===== src/rtl/mcu_pkg.sv =====
// Shared types and encodings for the multi-cycle control unit.
// Optional feature macro: MCU_ILLEGAL_TRAP_EN (adds the TRAP state and trap port).
package mcu_pkg;

  typedef enum logic [2:0] {
    S_FETCH,
    S_DECODE,
    S_EXEC,
    S_MEM,
    S_WB,
    S_TRAP
  } state_e;

  // Opcode map (low 4 bits of the opcode field)
  localparam logic [3:0] OP_MOVE = 4'h0;
  localparam logic [3:0] OP_ADD  = 4'h1;
  localparam logic [3:0] OP_AND  = 4'h2;
  localparam logic [3:0] OP_NOT  = 4'h3;
  localparam logic [3:0] OP_NOR  = 4'h4;
  localparam logic [3:0] OP_SLT  = 4'h5;
  localparam logic [3:0] OP_SLL  = 4'h6;
  localparam logic [3:0] OP_SRL  = 4'h7;
  localparam logic [3:0] OP_J    = 4'h8;
  localparam logic [3:0] OP_JAL  = 4'h9;
  localparam logic [3:0] OP_LW   = 4'hA;
  localparam logic [3:0] OP_SW   = 4'hB;
  localparam logic [3:0] OP_BEQ  = 4'hC;
  localparam logic [3:0] OP_BNE  = 4'hD;

  // ALU control codes
  localparam logic [2:0] ALU_PASS = 3'b000;
  localparam logic [2:0] ALU_ADD  = 3'b001;
  localparam logic [2:0] ALU_AND  = 3'b010;
  localparam logic [2:0] ALU_NOT  = 3'b011;
  localparam logic [2:0] ALU_NOR  = 3'b100;
  localparam logic [2:0] ALU_SUB  = 3'b101;
  localparam logic [2:0] ALU_SLL  = 3'b110;
  localparam logic [2:0] ALU_SRL  = 3'b111;

  // PC source select
  localparam logic [1:0] PC_NEXT   = 2'b00;
  localparam logic [1:0] PC_JUMP   = 2'b01;
  localparam logic [1:0] PC_BRANCH = 2'b10;

  typedef enum logic [2:0] {
    C_ALU,
    C_J,
    C_JAL,
    C_LW,
    C_SW,
    C_BEQ,
    C_BNE,
    C_RSVD
  } op_class_e;

  // hi_nz flags non-zero opcode bits above bit 3, which make the opcode reserved
  function automatic op_class_e op_class(input logic [3:0] op, input logic hi_nz);
    op_class_e cls;
    if (hi_nz) cls = C_RSVD;
    else if (op[3] == 1'b0) cls = C_ALU;
    else begin
      case (op)
        OP_J:    cls = C_J;
        OP_JAL:  cls = C_JAL;
        OP_LW:   cls = C_LW;
        OP_SW:   cls = C_SW;
        OP_BEQ:  cls = C_BEQ;
        OP_BNE:  cls = C_BNE;
        default: cls = C_RSVD;
      endcase
    end
    return cls;
  endfunction

  // ALU opcodes map one-to-one onto the ALU control codes
  function automatic logic [2:0] alu_code(input logic [3:0] op, input op_class_e cls);
    logic [2:0] code;
    case (cls)
      C_ALU:        code = op[2:0];
      C_LW, C_SW:   code = ALU_ADD;
      C_BEQ, C_BNE: code = ALU_SUB;
      default:      code = ALU_PASS;
    endcase
    return code;
  endfunction

  function automatic logic alu_imm(input logic [3:0] op, input op_class_e cls);
    logic imm;
    case (cls)
      C_ALU:      imm = (op == OP_SLL) || (op == OP_SRL);
      C_LW, C_SW: imm = 1'b1;
      default:    imm = 1'b0;
    endcase
    return imm;
  endfunction

endpackage


===== src/rtl/multicycle_control_unit_if.sv =====
// Instruction/data memory handshake bundle for the multi-cycle control unit.
interface multicycle_control_unit_if #(
  parameter int INSTR_W = 8
) ();
  logic [INSTR_W-1:0] instr;
  logic               imem_req;
  logic               imem_ready;
  logic               dmem_req;
  logic               dmem_ready;
  logic               wren_data;

  modport master (
    output imem_req, dmem_req, wren_data,
    input  instr, imem_ready, dmem_ready
  );

  modport slave (
    input  imem_req, dmem_req, wren_data,
    output instr, imem_ready, dmem_ready
  );
endinterface


===== src/rtl/mcu_retire_counter.sv =====
// Saturating retired-instruction counter.
module mcu_retire_counter #(
  parameter int RET_CNT_W = 16
) (
  input  logic                 clk,
  input  logic                 rst_n,
  input  logic                 inc,
  output logic [RET_CNT_W-1:0] count
);

  // Count retirements, holding at all-ones
  always_ff @(posedge clk or negedge rst_n) begin
    if (!rst_n) count <= '0;
    else if (inc && (count != '1)) count <= count + 1'b1;
  end

endmodule


===== src/rtl/multicycle_control_unit.sv =====
// Multi-cycle control unit: FETCH/DECODE/EXEC/MEM/WB sequencer with memory
// handshakes, branch resolution and a retired-instruction counter.
// Optional feature macro: MCU_ILLEGAL_TRAP_EN (reserved opcode traps instead of NOP).
module multicycle_control_unit
  import mcu_pkg::*;
#(
  parameter int INSTR_W    = 8,
  parameter int OP_W       = 4,
  parameter int ALU_CTRL_W = 3,
  parameter int RET_CNT_W  = 16
) (
  input  logic                         clk,
  input  logic                         rst_n,
  input  logic                         run,
  multicycle_control_unit_if.master    mem,
  input  logic                         alu_zero,
  output logic                         ir_load,
  output logic [ALU_CTRL_W-1:0]        alu_control,
  output logic                         alu_src,
  output logic                         wren_reg,
  output logic                         datamem_toreg,
  output logic                         pc_en,
  output logic [1:0]                   pc_src,
  output logic                         link,
  output logic [RET_CNT_W-1:0]         instr_retired
`ifdef MCU_ILLEGAL_TRAP_EN
  ,
  output logic                         trap
`endif
);

  state_e          state, state_n;
  logic [OP_W-1:0] opcode_q;
  logic [OP_W-1:0] op_hi;
  op_class_e       cls;
  logic            fetch_done;
  logic            retire;
  logic [2:0]      alu_ctl;
  logic            imem_req_c, dmem_req_c, wren_data_c;
  logic            taken;

  assign fetch_done = (state == S_FETCH) && run && mem.imem_ready;
  assign op_hi      = opcode_q >> 4;
  assign cls        = op_class(opcode_q[3:0], |op_hi);
  assign taken      = ((cls == C_BEQ) && alu_zero) || ((cls == C_BNE) && !alu_zero);

  // State register
  always_ff @(posedge clk or negedge rst_n) begin
    if (!rst_n) state <= S_FETCH;
    else        state <= state_n;
  end

  // Opcode latch, loaded together with the instruction register
  always_ff @(posedge clk or negedge rst_n) begin
    if (!rst_n)          opcode_q <= '0;
    else if (fetch_done) opcode_q <= mem.instr[INSTR_W-1 -: OP_W];
  end

  // Next-state and strobe decode; everything is forced low while rst_n is
  // asserted so the outputs clear asynchronously with the state register
  always_comb begin
    state_n       = state;
    ir_load       = 1'b0;
    alu_ctl       = ALU_PASS;
    alu_src       = 1'b0;
    wren_reg      = 1'b0;
    datamem_toreg = 1'b0;
    pc_en         = 1'b0;
    pc_src        = PC_NEXT;
    link          = 1'b0;
    imem_req_c    = 1'b0;
    dmem_req_c    = 1'b0;
    wren_data_c   = 1'b0;
`ifdef MCU_ILLEGAL_TRAP_EN
    trap          = 1'b0;
`endif
    if (rst_n) begin
      if (state inside {S_DECODE, S_EXEC, S_MEM, S_WB}) begin
        alu_ctl = alu_code(opcode_q[3:0], cls);
        alu_src = alu_imm(opcode_q[3:0], cls);
      end
      unique case (state)
        S_FETCH: begin
          if (run) begin
            imem_req_c = 1'b1;
            if (mem.imem_ready) begin
              ir_load = 1'b1;
              state_n = S_DECODE;
            end
          end
        end
        S_DECODE: state_n = S_EXEC;
        S_EXEC: begin
          unique case (cls)
            C_ALU: state_n = S_WB;
            C_J: begin
              pc_en   = 1'b1;
              pc_src  = PC_JUMP;
              state_n = S_FETCH;
            end
            C_JAL: begin
              pc_en    = 1'b1;
              pc_src   = PC_JUMP;
              wren_reg = 1'b1;
              link     = 1'b1;
              state_n  = S_FETCH;
            end
            C_LW, C_SW: state_n = S_MEM;
            C_BEQ, C_BNE: begin
              pc_en   = 1'b1;
              pc_src  = taken ? PC_BRANCH : PC_NEXT;
              state_n = S_FETCH;
            end
            C_RSVD: begin
`ifdef MCU_ILLEGAL_TRAP_EN
              state_n = S_TRAP;
`else
              pc_en   = 1'b1;
              state_n = S_FETCH;
`endif
            end
          endcase
        end
        S_MEM: begin
          dmem_req_c  = 1'b1;
          wren_data_c = (cls == C_SW);
          if (mem.dmem_ready) begin
            if (cls == C_LW) begin
              state_n = S_WB;
            end else begin
              pc_en   = 1'b1;
              state_n = S_FETCH;
            end
          end
        end
        S_WB: begin
          wren_reg      = 1'b1;
          datamem_toreg = (cls == C_LW);
          pc_en         = 1'b1;
          state_n       = S_FETCH;
        end
        S_TRAP: begin
`ifdef MCU_ILLEGAL_TRAP_EN
          trap = 1'b1;
`else
          state_n = S_FETCH;
`endif
        end
        default: state_n = S_FETCH;
      endcase
    end
  end

  assign retire        = (state != S_FETCH) && (state_n == S_FETCH);
  assign alu_control   = ALU_CTRL_W'(alu_ctl);
  assign mem.imem_req  = imem_req_c;
  assign mem.dmem_req  = dmem_req_c;
  assign mem.wren_data = wren_data_c;

  mcu_retire_counter #(
    .RET_CNT_W(RET_CNT_W)
  ) u_retire_counter (
    .clk   (clk),
    .rst_n (rst_n),
    .inc   (retire),
    .count (instr_retired)
  );

endmodule


===== src/flat_wrapper.sv =====
// flat-port wrapper written by rule: the top's interface ports become plain ports
module multicycle_control_unit_flat import mcu_pkg::*;
#(
  parameter int INSTR_W    = 8,
  parameter int OP_W       = 4,
  parameter int ALU_CTRL_W = 3,
  parameter int RET_CNT_W  = 16
)
  (clk, rst_n, run, alu_zero, ir_load, alu_control, alu_src, wren_reg, datamem_toreg, pc_en, pc_src, link, instr_retired, mem_imem_req, mem_dmem_req, mem_wren_data, mem_instr, mem_imem_ready, mem_dmem_ready);
  multicycle_control_unit_if #(.INSTR_W(INSTR_W)) mem_i ();
  input  logic clk;
  input  logic rst_n;
  input  logic run;
  input  logic alu_zero;
  output logic ir_load;
  output logic [ALU_CTRL_W-1:0] alu_control;
  output logic alu_src;
  output logic wren_reg;
  output logic datamem_toreg;
  output logic pc_en;
  output logic [1:0] pc_src;
  output logic link;
  output logic [RET_CNT_W-1:0] instr_retired;
  output wire logic [$bits(mem_i.imem_req)-1:0] mem_imem_req;
  output wire logic [$bits(mem_i.dmem_req)-1:0] mem_dmem_req;
  output wire logic [$bits(mem_i.wren_data)-1:0] mem_wren_data;
  input wire logic [$bits(mem_i.instr)-1:0] mem_instr;
  input wire logic [$bits(mem_i.imem_ready)-1:0] mem_imem_ready;
  input wire logic [$bits(mem_i.dmem_ready)-1:0] mem_dmem_ready;
  assign mem_imem_req = mem_i.imem_req;
  assign mem_dmem_req = mem_i.dmem_req;
  assign mem_wren_data = mem_i.wren_data;
  assign mem_i.instr = mem_instr;
  assign mem_i.imem_ready = mem_imem_ready;
  assign mem_i.dmem_ready = mem_dmem_ready;
  multicycle_control_unit #(.INSTR_W(INSTR_W), .OP_W(OP_W), .ALU_CTRL_W(ALU_CTRL_W), .RET_CNT_W(RET_CNT_W)) u_core (.clk(clk), .rst_n(rst_n), .run(run), .mem(mem_i), .alu_zero(alu_zero), .ir_load(ir_load), .alu_control(alu_control), .alu_src(alu_src), .wren_reg(wren_reg), .datamem_toreg(datamem_toreg), .pc_en(pc_en), .pc_src(pc_src), .link(link), .instr_retired(instr_retired));
endmodule

===== config.mk =====
export PLATFORM = sky130hd
export DESIGN_NAME = multicycle_control_unit_flat
export DESIGN_NICKNAME = d
export VERILOG_FILES = /design/src/rtl/mcu_pkg.sv /design/src/rtl/multicycle_control_unit_if.sv /design/src/rtl/mcu_retire_counter.sv /design/src/rtl/multicycle_control_unit.sv /design/src/flat_wrapper.sv
export SDC_FILE = /design/constraint.sdc
export NUM_CORES = 1
export LEC_CHECK = 0
export BUFFER_PORTS_ARGS = -buffer_cell sky130_fd_sc_hd__buf_2
export CAP_MARGIN = 15
export CORE_MARGIN = 1.5
export CORE_UTILIZATION = 48
export CTS_BUF_LIST = sky130_fd_sc_hd__clkbuf_2 sky130_fd_sc_hd__clkbuf_4 sky130_fd_sc_hd__clkbuf_8
export CTS_CLUSTER_SIZE = 14
export DETAILED_ROUTE_END_ITERATION = 10
export PLACE_DENSITY_LB_ADDON = 0.1
export SETUP_SLACK_MARGIN = 0.15
export SYNTH_ARGS = -nofsm -noshare
export SYNTH_HDL_FRONTEND = slang
export SYNTH_SLANG_ARGS = --single-unit

===== constraint.sdc =====
create_clock -name clk -period 1.85 [get_ports clk]
set_clock_uncertainty 0.1 [all_clocks]
set_input_delay 0.0925 -clock clk [delete_from_list [all_inputs] [get_ports clk]]
set_output_delay 0.0925 -clock clk [all_outputs]
set_load 0.02 [all_outputs]

[After elaboration in Yosys (flattened, before gate mapping)]
Cells that the tools add are included.
Word-level totals
  register bits after elaboration: 23
  logic and storage cells: 84
Cells by class
  add/subtract/negate cells: 1
  equality and inequality tests: 20
  multiplexer cells: 42
  reduce and logical (&&, ||, !) cells: 18
Operators with widths (number)
  $eq 4x4->1 const B: 6
  $mux 3: 8
  $mux 1: 23
  $pmux 3 s3: 2
  $pmux 3 s6: 1
  $add 16x1->16 const B: 1
  $ne 16x16->1 const B: 1
  $eq 3x3->1 const B: 5
  $eq 3x2->1 const B: 4
  $pmux 3 s4: 1
  $logic_not 3->1: 3
  $eq 4x3->1 const B: 2
  $eq 3x1->1 const B: 2
  $logic_and 1x1->1: 6
  $mux 2: 3
  $reduce_or 2->1: 3
  $reduce_or 5->1: 1
  $pmux 1 s2: 2
  $pmux 2 s2: 1
  $reduce_bool 4->1: 1
  $pmux 1 s3: 1
  $reduce_bool 3->1: 1
  $logic_or 1x1->1: 2
  $logic_not 1->1: 1

[Longest topological paths before layout]
Gate-level depths: netlist (run 1).
  depth in word-level cells: 11
  mapped depth: 8

[Modules after synthesis]
Synthesis (run 1) repeated with hierarchy kept, for this count alone.
Second synthesis, totals
  cell total of the unflattened synthesis: 140
  area, all modules: 1451.4 µm²
Modules (own cells, without submodules)
  mcu_retire_counter: times used 1, cells each 72, area each 859.6 µm², seq. area each 400.4 µm²
  multicycle_control_unit: times used 1, cells each 68, area each 591.8 µm², seq. area each 175.2 µm²

[Worst setup path after synthesis (run 1)]
OpenSTA, ideal clock, no wires.
  path type: register to output
  start point: register u_core.state[1]
  end point: output port wren_reg
  arrival: 2.127 ns
  data required time: 1.657 ns
  setup slack: -0.469 ns
  cell stages (with the launch flop): 6
  cell sequence: dfrtp_1 buf_6 or3b_1 nor4_1 and2_1 a31o_2
On the way
  cells in the longest elaborated chain, start to end: 3
  elaborated cells between the ends (all ways): 4
  classes of those cells: eq/ne: 2; mux: 2
RTL lines
  from (decl): line multicycle_control_unit.sv:32  | state_e state, state_n;
  from (signal assigned): line multicycle_control_unit.sv:50  | else state <= state_n;
  $eq 3x3->1 / $eq 3x2->1 (equally long branches): line multicycle_control_unit.sv:82  | unique case (state)
  $pmux 1 s2 (*): line multicycle_control_unit.sv:82
  $mux 1 (*): line multicycle_control_unit.sv:77  | if (rst_n) begin
  to (decl): line flat_wrapper.sv:18  | output logic wren_reg;
Mark *: on every way between the ends. The rest lies on a longest branch, timed or not.

[Final worst setup path (run 1)]
  start point: register u_core.state[0]
  end point: output port wren_reg
Same word-level chain as after synthesis.

==> results of run 1 <==
==> logic make-up (layout without fill, tap and decap cells) <==
logic type               after synthesis  in the layout  synth area share, %
XOR/XNOR                              18             18                 11.1
AND/OR/NAND/NOR                       70             70                 28.6
multiplexers                           4              4                 3.42
adder cells (fa/ha/maj)                1              1                0.877
AO/OA/AOI/OAI                         18             18                 9.30
buffers and inverters                 12            110                 6.40
flip-flops                            23             23                 40.4
==> per-stage QoR <==
step	setup TNS, ns	total power, µW	hold slack, ns
2_1_floorplan	-0.0406	1700	-0.303
3_3_place_gp	-0.238	2240	-0.134
3_5_place_dp	-0.829	2300	-0.133
4_1_cts	-3.12	2890	-0.499
5_1_grt	-8.35	3450	-0.501
6_report	-6.37	3310	-0.498
==> worst max-delay path: stages (launching register included) <==
cell,delay (ns)
dfrtp_1,0.43
buf_6,0.13
or3b_4,0.38
buf_6,0.14
nor4_4,0.18
and2_4,0.21
a31o_4,0.09
buf_6,0.11
==> what timing repair did <==
action | in CTS | in global routing
pin swaps | 19 | 20
hold endpoints to repair | 27 | 8
resized for setup | 48 | 38
setup endpoints to repair | 32 | 32
buffers inserted | 9 | 4
==> area by class of cell <==
class / count / area share, %
inverter: 3 / 0.448
multi-input combinational: 111 / 41.4
sequential: 23 / 23.2
clock buffer: 3 / 0.896
tap: 31 / 1.54
clock inverter: 1 / 0.199
timing repair buffer: 103 / 32.2
==> path summary, 6_finish.rpt <==
| check | cells past startpoint | to | slack, ns | start |
|---|---|---|---|---|
| max | 7 | wren_reg | -0.34 | u_core.state[0] |
| min | 1 | u_core.u_retire_counter.count[12] | -0.50 | rst_n |
| max reg2reg | 8 | u_core.u_retire_counter.count[13] | -0.30 | u_core.state[0] |
| min reg2reg | 1 | u_core.u_retire_counter.count[11] | 0.42 | u_core.u_retire_counter.count[11] |
| max in group asynchronous | 3 | u_core.u_retire_counter.count[1] | 0.86 | rst_n |
| min in group clk | 2 | u_core.state[2] | 0.05 | mem_dmem_ready |
==> synth_stat cells, types with 2 or more instances <==
cell type	n	area (µm²)
nor2b_1	2	12.5
mux2_2	3	33.8
nor4_1	4	25.0
inv_1	3	11.3
nand3_1	9	45.0
nor2_1	10	37.5
o22ai_1	2	12.5
o21ai_0	4	20.0
or2b_2	2	17.5
xnor2_1	17	149
buf_6	5	56.3
and2_0	2	12.5
nand4_1	6	37.5
a21oi_1	3	15.0
and4_2	2	20.0
and2_1	2	12.5
and3_1	6	37.5
and4_1	3	26.3
dfrtp_1	23	576
nand2_1	13	48.8
a31oi_1	2	12.5
nor3_1	2	10.0
==> metal layers <==
layer	track usage, %	up-vias
met5	0	-
met4	13.0	0
met3	2.72	19
met2	51.6	98
met1	34.6	811
li1	-	719
==> registers in the layout, indices dropped and copies added, names as in the netlist <==
register / flops
u_core.u_retire_counter.count: 16
u_core.state: 3
u_core.opcode_q: 4
==> layout by cell type (no fill, tap or decap), types with 2 or more instances in the layout <==
cell type      netlist  final
clkbuf_4             1      3
xnor2_2              0      4
a31o_4               1      2
xnor2_1             17     13
buf_6                5     24
nor3_4               1      2
and2_4               0      4
nor2_1              10      5
a21oi_1              3      2
or2b_2               2      2
o22ai_1              2      2
buf_4                1     44
nand3_1              9      2
nor2b_1              2      2
dlygate4sd3_1        0      7
inv_1                3      2
and3_1               6      4
nand3_4              0      2
and4_1               3      3
nand2_2              0      4
nand2_1             13      8
and3_4               0      3
mux2_4               1      4
nor2_4               0      4
nand3_2              0      5
dfrtp_1             23     16
nand4_1              6      6
buf_2                1     28
dfrtp_2              0      7
nor4_4               0      3
o21ai_2              0      3
==> power by group through the flow <==
stage | clock (µW) | combinational, µW | sequential [µW]
floorplan | 0 | 831 | 871
global placement | 0 | 1490 | 753
detailed placement | 0 | 1530 | 766
CTS | 251 | 1870 | 766
global route | 262 | 2390 | 796
finish | 254 | 2270 | 785
==> impl_metrics.py, run 1 <==
metrics = {
    "clocking": {
        "root_buffer": "clkbuf_4",
        "clk_latency_ns": 0.33,
        "clockBufferDepth": 2,
        "clk_pin_slew_worst_paths_ns": 0.14,
        "cts_max_level": 1,
        "numClockSinks": 23,
        "cts_tree": "done",
        "cts_hold_buf": 7,
        "cts_buffers": 3,
    },
    "run_status": {
        "status": "finished with violations",
        "violations": "hold timing, setup timing",
    },
    "timing": {
        "hold_viol_final": 8,
        "setup_slack_ns": -0.342,
        "fmax_mhz": 456,
        "slew-limit-headroom_pct": 68.4,
        "hold_slack_ns": -0.498,
        "slew_viol_final": 0,
        "rsz0062_at_grt": "true",
        "period_needed_ns": 2.19,
        "setup_viol": 27,
        "fin_crit_sh_pct": 119,
        "tightest_slew_ns": 0.473,
    },
    "layout": {
        "seq_area_um2": 584,
        "fin_nets": 260,
        "drive_gt1_share_pct": 66.0,
        "fillCellCount": 118,
        "fin_util_pct": 90.4,
        "stdcell_area_um2": 2510,
        "multi_input_area_um2": 1040,
        "instances_no_fill": 275,
        "antennaDiodeCount": 0,
        "syn_to_final_growth_pct": 76.3,
    },
    "pwr": {
        "peakVddDrop_mv": 1.39,
        "p_int_uw": 1860,
        "seq_power_share_pct": 23.7,
        "p_sw_share_pct": 43.7,
        "clkPwrFrac_pct": 7.7,
        "powerDensity_nw_per_um2": 1320,
        "leakage_uw": 0.00120,
        "p_sw_uw": 1440,
        "p_comb_share_pct": 68.6,
    },
    "detailed_routing": {
        "firstDrtPassIters": 4,
        "top_layer_used": "met4",
        "routed_wl_um": 5800,
        "via_per_inst": 5.99,
        "routed_wire_length_per_instance_um": 21.1,
        "wl_met1_um": 2150,
        "ant_nets": 0,
        "vias": 1647,
        "dr.first_iter.drc_count": 81,
        "drc": 0,
        "routed-wl-met3_um": 370,
        "route.met2.wl_um": 3110,
    },
    "grt": {
        "grt_use_total_pct": 28.8,
        "grt_antenna_before_repair": 0,
        "grt_pass1_vias": 1592,
        "grt_max_degree": 14,
        "grt_first_pass_wirelength_um": 7410,
        "grt-ovfl-total": 0,
    },
    "setup_path": {
        "endpoint_kind": "primary output",
        "cp-start-kind": "flop",
        "worst-setup-path-type": "reg -> out",
        "critPathArrivalTime_ns": 2.00,
        "critPathRequiredTime_ns": 1.66,
        "path_max_fanout": 2,
    },
    "logic_synthesis": {
        "syn_area_um2": 1430,
        "yosys_warnings": 0,
        "avgSynthCellArea_um2": 9.77,
        "synth_edf_count": 0,
        "netlist_instances": 146,
        "syn_nets": 161,
        "synth_cell_types": 43,
        "ys_ff_latch": 23,
        "synth_flop_cell": "dfrtp_1",
        "yosysSeqAreaShare_pct": 40.4,
        "ys_async_sr_fraction_pct": 100,
    },
    "floorplan": {
        "die_h_um": 57.5,
        "rows": 19,
        "dieArea_um2": 3310,
        "die_x_um": 57.5,
        "design.core.area_um2": 2780,
        "initial_core_util_pct": 51.3,
        "io_pins": 44,
    },
    "placed_design": {
        "dp_hpwl_um": 2890,
        "dp_cells": 251,
        "dp_slack_ns": -0.0984,
        "port_buffers": 39,
        "placed_area_um2": 1990,
        "gp_congestion": 0.855,
    },
    "run": {
        "maxCapViolCount": 0,
    },
    "min_path": {
        "min_path_type": "in -> async",
    },
}
Power figures use the tool's default switching activity.
==> run 2, diff against run 1 <==
Settings changed: CORE_UTILIZATION 48 to 53, CTS_CLUSTER_SIZE 14 to unset, SYNTH_HIERARCHICAL set to 1.
Clock period 1.85 ns to 2.4 ns, I/O delays scaled along.
==> impl_metrics.py, run 2 <==
metrics = {
    "setup_path": {
        "worst-setup-path-type": "reg -> reg",
        "path_buf_inv": 0,
        "max_stage_delay_ns": 0.46,
        "crit_path_top_delay_cell": "dfrtp_1",
        "critPathArrivalTime_ns": 2.28,
        "endpoint_kind": "flop",
        "cp_common_cell": "a31oi_1",
        "critPathRequiredTime_ns": 2.51,
        "cp-start-kind": "flop",
        "cp_top_family": "simple AND/OR/NAND/NOR gates",
        "path_cells": "nor4bb_2 -> a31oi_1 -> a21oi_1 -> a21oi_2 -> and3_1 -> and4_2 -> a31oi_1 -> a31oi_1",
        "path_max_fanout": 6,
    },
    "clocking": {
        "clk_latency_ns": 0.32,
        "cts_tree": "done",
        "clk_pin_slew_worst_paths_ns": 0.14,
        "numClockSinks": 23,
        "clockBufferDepth": 2,
        "cts_max_level": 1,
        "root_buffer": "clkbuf_4",
        "cts_buffers": 3,
    },
    "layout": {
        "final_cell_mix": "buf_2, dfrtp_1, buf_4",
        "antennaDiodeCount": 0,
        "stdcell_area_um2": 1820,
        "top_regs": "u_core/u_retire_counter/count: 16 flops, u_core/opcode_q: 4 flops, u_core/state: 3 flops",
        "largest_register_ffs": 16,
        "mostFrequentLayoutCell": "buf_2",
        "fillCellCount": 209,
        "drive_gt1_share_pct": 38.7,
        "largest-register": "u_core/u_retire_counter/count",
        "fin_nets": 207,
        "syn_to_final_growth_pct": 25.3,
        "fin_util_pct": 71.4,
    },
    "logic_synthesis": {
        "yosys_warnings": 6,
        "yosys-top-cells-area": "dfrtp_1, xnor2_1, nand4_1",
        "yosysSeqAreaShare_pct": 39.7,
        "avgSynthCellArea_um2": 10.4,
        "synth_most_common_cell": "dfrtp_1",
        "syn_area_um2": 1450,
        "synth_flop_cell": "dfrtp_1",
        "synth_top_cell_area_share_pct": 39.7,
        "synth_cell_types": 49,
        "ys_ff_latch": 23,
        "ys_async_sr_fraction_pct": 100,
        "yosys-top-cells-count": "dfrtp_1, nand4_1, xnor2_1",
        "syn_nets": 155,
        "yosysTopAreaCell": "dfrtp_1",
        "synth_edf_count": 0,
        "netlist_instances": 140,
    },
    "detailed_routing": {
        "drc": 0,
        "routed-wl-met3_um": 152,
        "via_per_inst": 5.83,
        "route.met2.wl_um": 1680,
        "ant_nets": 0,
        "wl_met1_um": 1450,
        "firstDrtPassIters": 4,
        "routed_wire_length_per_instance_um": 15.0,
        "dr.first_iter.drc_count": 35,
        "top_layer_used": "met4",
        "routed_wl_um": 3320,
        "vias": 1288,
    },
    "placed_design": {
        "dp_hpwl_um": 2450,
        "port_buffers": 39,
        "gp_congestion": 0.802,
        "placed_area_um2": 1720,
    },
    "pwr": {
        "powerDensity_nw_per_um2": 869,
        "clkPwrFrac_pct": 11.5,
        "p_sw_uw": 688,
        "p_comb_share_pct": 49.9,
        "p_sw_share_pct": 43.5,
        "seq_power_share_pct": 38.6,
        "peakVddDrop_mv": 0.696,
        "p_int_uw": 892,
        "leakage_uw": 0.000902,
    },
    "timing": {
        "hold_viol_final": 0,
        "setup_viol": 0,
        "finalSetupTns_ns": 0,
        "slew_viol_final": 0,
        "slew-limit-headroom_pct": 71.8,
        "rsz0062_at_grt": "true",
        "fin_crit_sh_pct": 90.4,
        "fmax_mhz": 461,
        "tightest_slew_ns": 0.422,
        "period_needed_ns": 2.17,
    },
    "floorplan": {
        "die_h_um": 55.3,
        "dieArea_um2": 3060,
        "design.core.area_um2": 2540,
        "rows": 18,
        "initial_core_util_pct": 57.0,
        "die_x_um": 55.3,
        "io_pins": 44,
    },
    "grt": {
        "grt_antenna_before_repair": 0,
        "grt-ovfl-total": 0,
        "grt_max_degree": 17,
        "grt_use_total_pct": 22.4,
        "grt_pass1_vias": 1269,
        "grt_first_pass_wirelength_um": 5670,
    },
    "run_status": {
        "status": "finished, final reports clean",
    },
    "run": {
        "maxCapViolCount": 0,
    },
    "min_path": {
        "min_path_type": "in -> async",
    },
}
## run 2: timing repair
| action | CTS | global route |
|---|---|---|
| hold buffers | 5 | 0 |
| setup endpoints to repair | 0 | 13 |
| buffers inserted | 0 | 0 |
| gates resized for setup | 0 | 5 |
| endpoints found under the hold margin | 28 | 0 |
## run 2: layout make-up
cell class / count / area (µm²) / area share, %
tap: 30 / 37.5 / 2.06
multi-input combinational: 106 / 846 / 46.5
timing repair buffer: 53 / 313 / 17.2
sequential: 23 / 576 / 31.7
clock buffer: 3 / 22.5 / 1.24
clock inverter: 1 / 5.00 / 0.275
inverter: 5 / 18.8 / 1.03
## run 2: kinds of logic (layout without fill, tap and decap cells)
family / after synthesis / count (layout) / synth area share (%)
DFF: 23 / 23 / 39.7
muxes: 7 / 7 / 5.26
adders and majority gates: 1 / 1 / 0.862
xor gates and xnor gates: 11 / 11 / 6.64
buffers and inverters: 11 / 62 / 3.71
and+or+nand+nor: 57 / 57 / 28.7
AOI/OAI and AO/OA: 30 / 30 / 15.2
## run 2: routing by layer
layer / vias to the layer above / track usage (%)
met2: 35 / 39.8
met3: 4 / 3.98
li1: 636 / -
met4: 0 / 8.01
met1: 613 / 27.1
met5: - / 0
## run 2: final timing paths
path	startpoint	end	slack (ns)	depth (start not counted)
worst max-delay path	u_core/opcode_q[0]	u_core/u_retire_counter/count[7]	0.23	8
min in group clk	mem_dmem_ready	u_core/state[2]	0.09	3
worst max register to register	u_core/opcode_q[0]	u_core/u_retire_counter/count[7]	0.23	8
worst min register to register	u_core/u_retire_counter/count[15]	u_core/u_retire_counter/count[15]	0.42	1
max in group asynchronous	rst_n	u_core/u_retire_counter/count[1]	1.74	3
worst min-delay path	rst_n	u_core/state[2]	0.02	2
## run 2: stage by stage
step / hold WS (ns) / instances / setup slack (ns) / power [µW]
final: 0.0238 / 221 / 0.231 / 1580
after detailed placement: -0.154 / 212 / 0.179 / 1370
after global routing: 0.0484 / 221 / 0.0901 / 1680
after global placement: -0.154 / 212 / 0.165 / 1340
after floorplan: -0.276 / 140 / 0.160 / 1130
after CTS: 0.0182 / 221 / 0.154 / 1560
## run 2: power groups by stage
| stage | Clock, µW | Combinational, µW | Sequential, µW |
|---|---|---|---|
| after floorplan | 0 | 511 | 624 |
| after global placement | 0 | 737 | 606 |
| after detailed placement | 0 | 756 | 614 |
| after CTS | 192 | 766 | 606 |
| after global routing | 203 | 849 | 627 |
| final | 182 | 789 | 609 |
==> run 3, diff against run 2 <==
Settings changed: ABC_AREA set to 1, CORE_UTILIZATION 53 to 54, SYNTH_HIERARCHICAL 1 to unset.
==> impl_metrics.py, run 3 <==
metrics = {
    "logic_synthesis": {
        "synth_most_common_cell": "nand2_1",
        "synth_compound_area_share_pct": 4.40,
        "synth-adder-area-share_pct": 0.799,
        "avgSynthCellArea_um2": 6.93,
        "yosys-top-cells-area": "dfrtp_1, nand2_1, nand3_1",
        "syn_nets": 241,
        "synth-simple-area-share_pct": 43.7,
        "ys_ff_latch": 23,
        "synth_flop_cell": "dfrtp_1",
        "yosysSeqAreaShare_pct": 36.8,
        "yosys_warnings": 0,
        "yosys-top-cells-count": "nand2_1, nand3_1, dfrtp_1",
        "synth_cell_types": 28,
        "synth_mux_area_share_pct": 0,
        "synth_top_family_by_area": "simple AND/OR/NAND/NOR gates",
        "synthXorXnorAreaFrac_pct": 7.27,
        "syn_area_um2": 1570,
        "synth_top_cell_area_share_pct": 36.8,
        "synth_edf_count": 0,
        "netlist_instances": 226,
        "ys_async_sr_fraction_pct": 100,
        "yosysTopAreaCell": "dfrtp_1",
    },
    "layout": {
        "multi_input_area_um2": 880,
        "syn_to_final_growth_pct": 19.3,
        "largest_register_ffs": 16,
        "antennaDiodeCount": 0,
        "mostFrequentLayoutCell": "nand2_1",
        "top_regs": "u_core.u_retire_counter.count: 16 flops, u_core.opcode_q: 4 flops, u_core.state: 3 flops",
        "fillCellCount": 247,
        "final_cell_mix": "nand2_1, buf_2, nand3_1",
        "fin_nets": 288,
        "largest-register": "u_core.u_retire_counter.count",
        "seq_area_um2": 576,
        "drive_gt1_share_pct": 22.1,
    },
    "setup_path": {
        "cp_top_family": "simple AND/OR/NAND/NOR gates",
        "critPathArrivalTime_ns": 1.76,
        "cp_common_cell": "nand2_1",
        "timing.rr.end": "u_core.u_retire_counter.count[4]",
        "worst-setup-path-type": "reg -> out",
        "critPathRequiredTime_ns": 2.18,
        "path_buf_inv": 1,
        "endpoint_kind": "primary output",
        "reg2regPathDepth": 9,
        "r2r-start": "u_core.u_retire_counter.count[0]",
        "path_cells": "nor2_1 -> nand2_1 -> nand3_1 -> nand2_1 -> nor3_1 -> buf_2",
        "r2r_slack_ns": 0.56,
        "path_max_fanout": 7,
        "max_stage_delay_ns": 0.48,
        "cp-start-kind": "flop",
        "crit_path_top_delay_cell": "dfrtp_1",
    },
    "placed_design": {
        "port_buffers": 39,
        "dp_hpwl_um": 2560,
        "gp_congestion": 0.922,
    },
    "floorplan": {
        "initial_core_util_pct": 56.8,
        "rows": 19,
        "die_x_um": 56.8,
        "dieArea_um2": 3230,
        "die_h_um": 56.8,
        "io_pins": 44,
        "design.core.area_um2": 2760,
    },
    "timing": {
        "tightest_slew_ns": 0.384,
        "setup_viol": 0,
        "slew_viol_final": 0,
        "hold_slack_ns": 0.0349,
        "finalSetupTns_ns": 0,
        "slew-limit-headroom_pct": 74.2,
        "hold_viol_final": 0,
        "rsz0062_at_grt": "false",
        "fmax_mhz": 506,
        "fin_crit_sh_pct": 82.4,
        "period_needed_ns": 1.98,
    },
    "clocking": {
        "cts_tree": "done",
        "numClockSinks": 23,
        "cts_max_level": 1,
        "root_buffer": "clkbuf_4",
        "cts_resized": 0,
        "cts_buffers": 3,
        "clk_pin_slew_worst_paths_ns": 0.12,
        "clockBufferDepth": 2,
        "clk_latency_ns": 0.31,
    },
    "detailed_routing": {
        "ant_nets": 0,
        "routed_wl_um": 3530,
        "firstDrtPassIters": 4,
        "routed_wire_length_per_instance_um": 11.7,
        "via_per_inst": 5.22,
        "vias": 1582,
        "drc": 0,
        "dr.first_iter.drc_count": 98,
    },
    "pwr": {
        "powerDensity_nw_per_um2": 863,
        "peakVddDrop_mv": 0.665,
        "leakage_uw": 0.00100,
    },
    "grt": {
        "grt_pass1_vias": 1438,
        "grt_use_total_pct": 24.4,
        "grt_first_pass_wirelength_um": 6240,
        "grt_max_degree": 24,
        "grt-ovfl-total": 0,
        "grt_antenna_before_repair": 0,
    },
    "run": {
        "maxCapViolCount": 0,
    },
    "run_status": {
        "status": "finished, final reports clean",
    },
    "min_path": {
        "min_path_type": "in -> async",
    },
}
run 3: how the worst max path moves through the flow:
| stage | to | cells past startpoint | from |
|---|---|---|---|
| after detailed placement | u_core.u_retire_counter.count[4] | 9 | u_core.u_retire_counter.count[0] |
| final | alu_control[1] | 6 | u_core.state[1] |
| after floorplan | u_core.u_retire_counter.count[7] | 9 | u_core.u_retire_counter.count[0] |
| after CTS | alu_control[1] | 6 | u_core.state[1] |
| after global placement | u_core.u_retire_counter.count[2] | 9 | u_core.u_retire_counter.count[0] |
| after global routing | alu_control[1] | 6 | u_core.state[1] |
run 3: area by class of cell:
class | instances | share of cell area (%)
sequential | 23 | 30.8
multi-input combinational | 178 | 47.1
inverter | 20 | 4.02
tap | 31 | 2.08
timing repair buffer | 47 | 14.3
clock buffer | 4 | 1.61
run 3: per-stage QoR:
step / util, % / power, µW / setup slack, ns / instance area, µm² / cells
6_report: 67.7 / 1610 / 0.422 / 1870 / 303
3_3_place_gp: 64.8 / 1410 / 0.592 / 1790 / 294
2_1_floorplan: - / 1240 / 0.583 / 1570 / 226
4_1_cts: 67.7 / 1620 / 0.454 / 1870 / 303
5_1_grt: 67.7 / 1760 / 0.192 / 1870 / 303
3_5_place_dp: 64.8 / 1420 / 0.551 / 1790 / 294
run 3: cell families (layout without fill, tap and decap cells):
logic type | Yosys count | count (layout)
fa+ha+maj | 1 | 1
buf+inv | 25 | 71
simple gates | 152 | 152
flops | 23 | 23
compound gates | 12 | 12
xor+xnor | 13 | 13
run 3: metal layers:
metal	wire (µm)	GRT usage, %	up-vias
met5	0	0	-
met4	55	8.64	0
met3	180	2.53	7
met2	1670	40.9	49
met1	1630	32.8	699
li1	-	-	827
run 3: report_power, final:
group	total (µW)	leakage [µW]	switching [µW]	internal (µW)
registers	605	0.000308	132	472
logic	815	0.000675	552	263
clock network	190	0.0000184	114	76.3
total	1610	0.00100	798	812
run 3: what timing repair did:
item,CTS,global route
hold buffers,5,0
endpoints found under the setup margin,0,0
setup buffers,0,0
hold endpoints to repair,27,0
run 3: worst reg2reg max path: stages, from the launching register on:
cell and delay [ns]:
dfrtp_1 0.44, ha_1 0.23, nand2_1 0.09, nor2_2 0.19
nand3_1 0.11, o21ai_2 0.16, nor2_4 0.10, buf_4 0.18
nand3_1 0.08, nand2_1 0.06
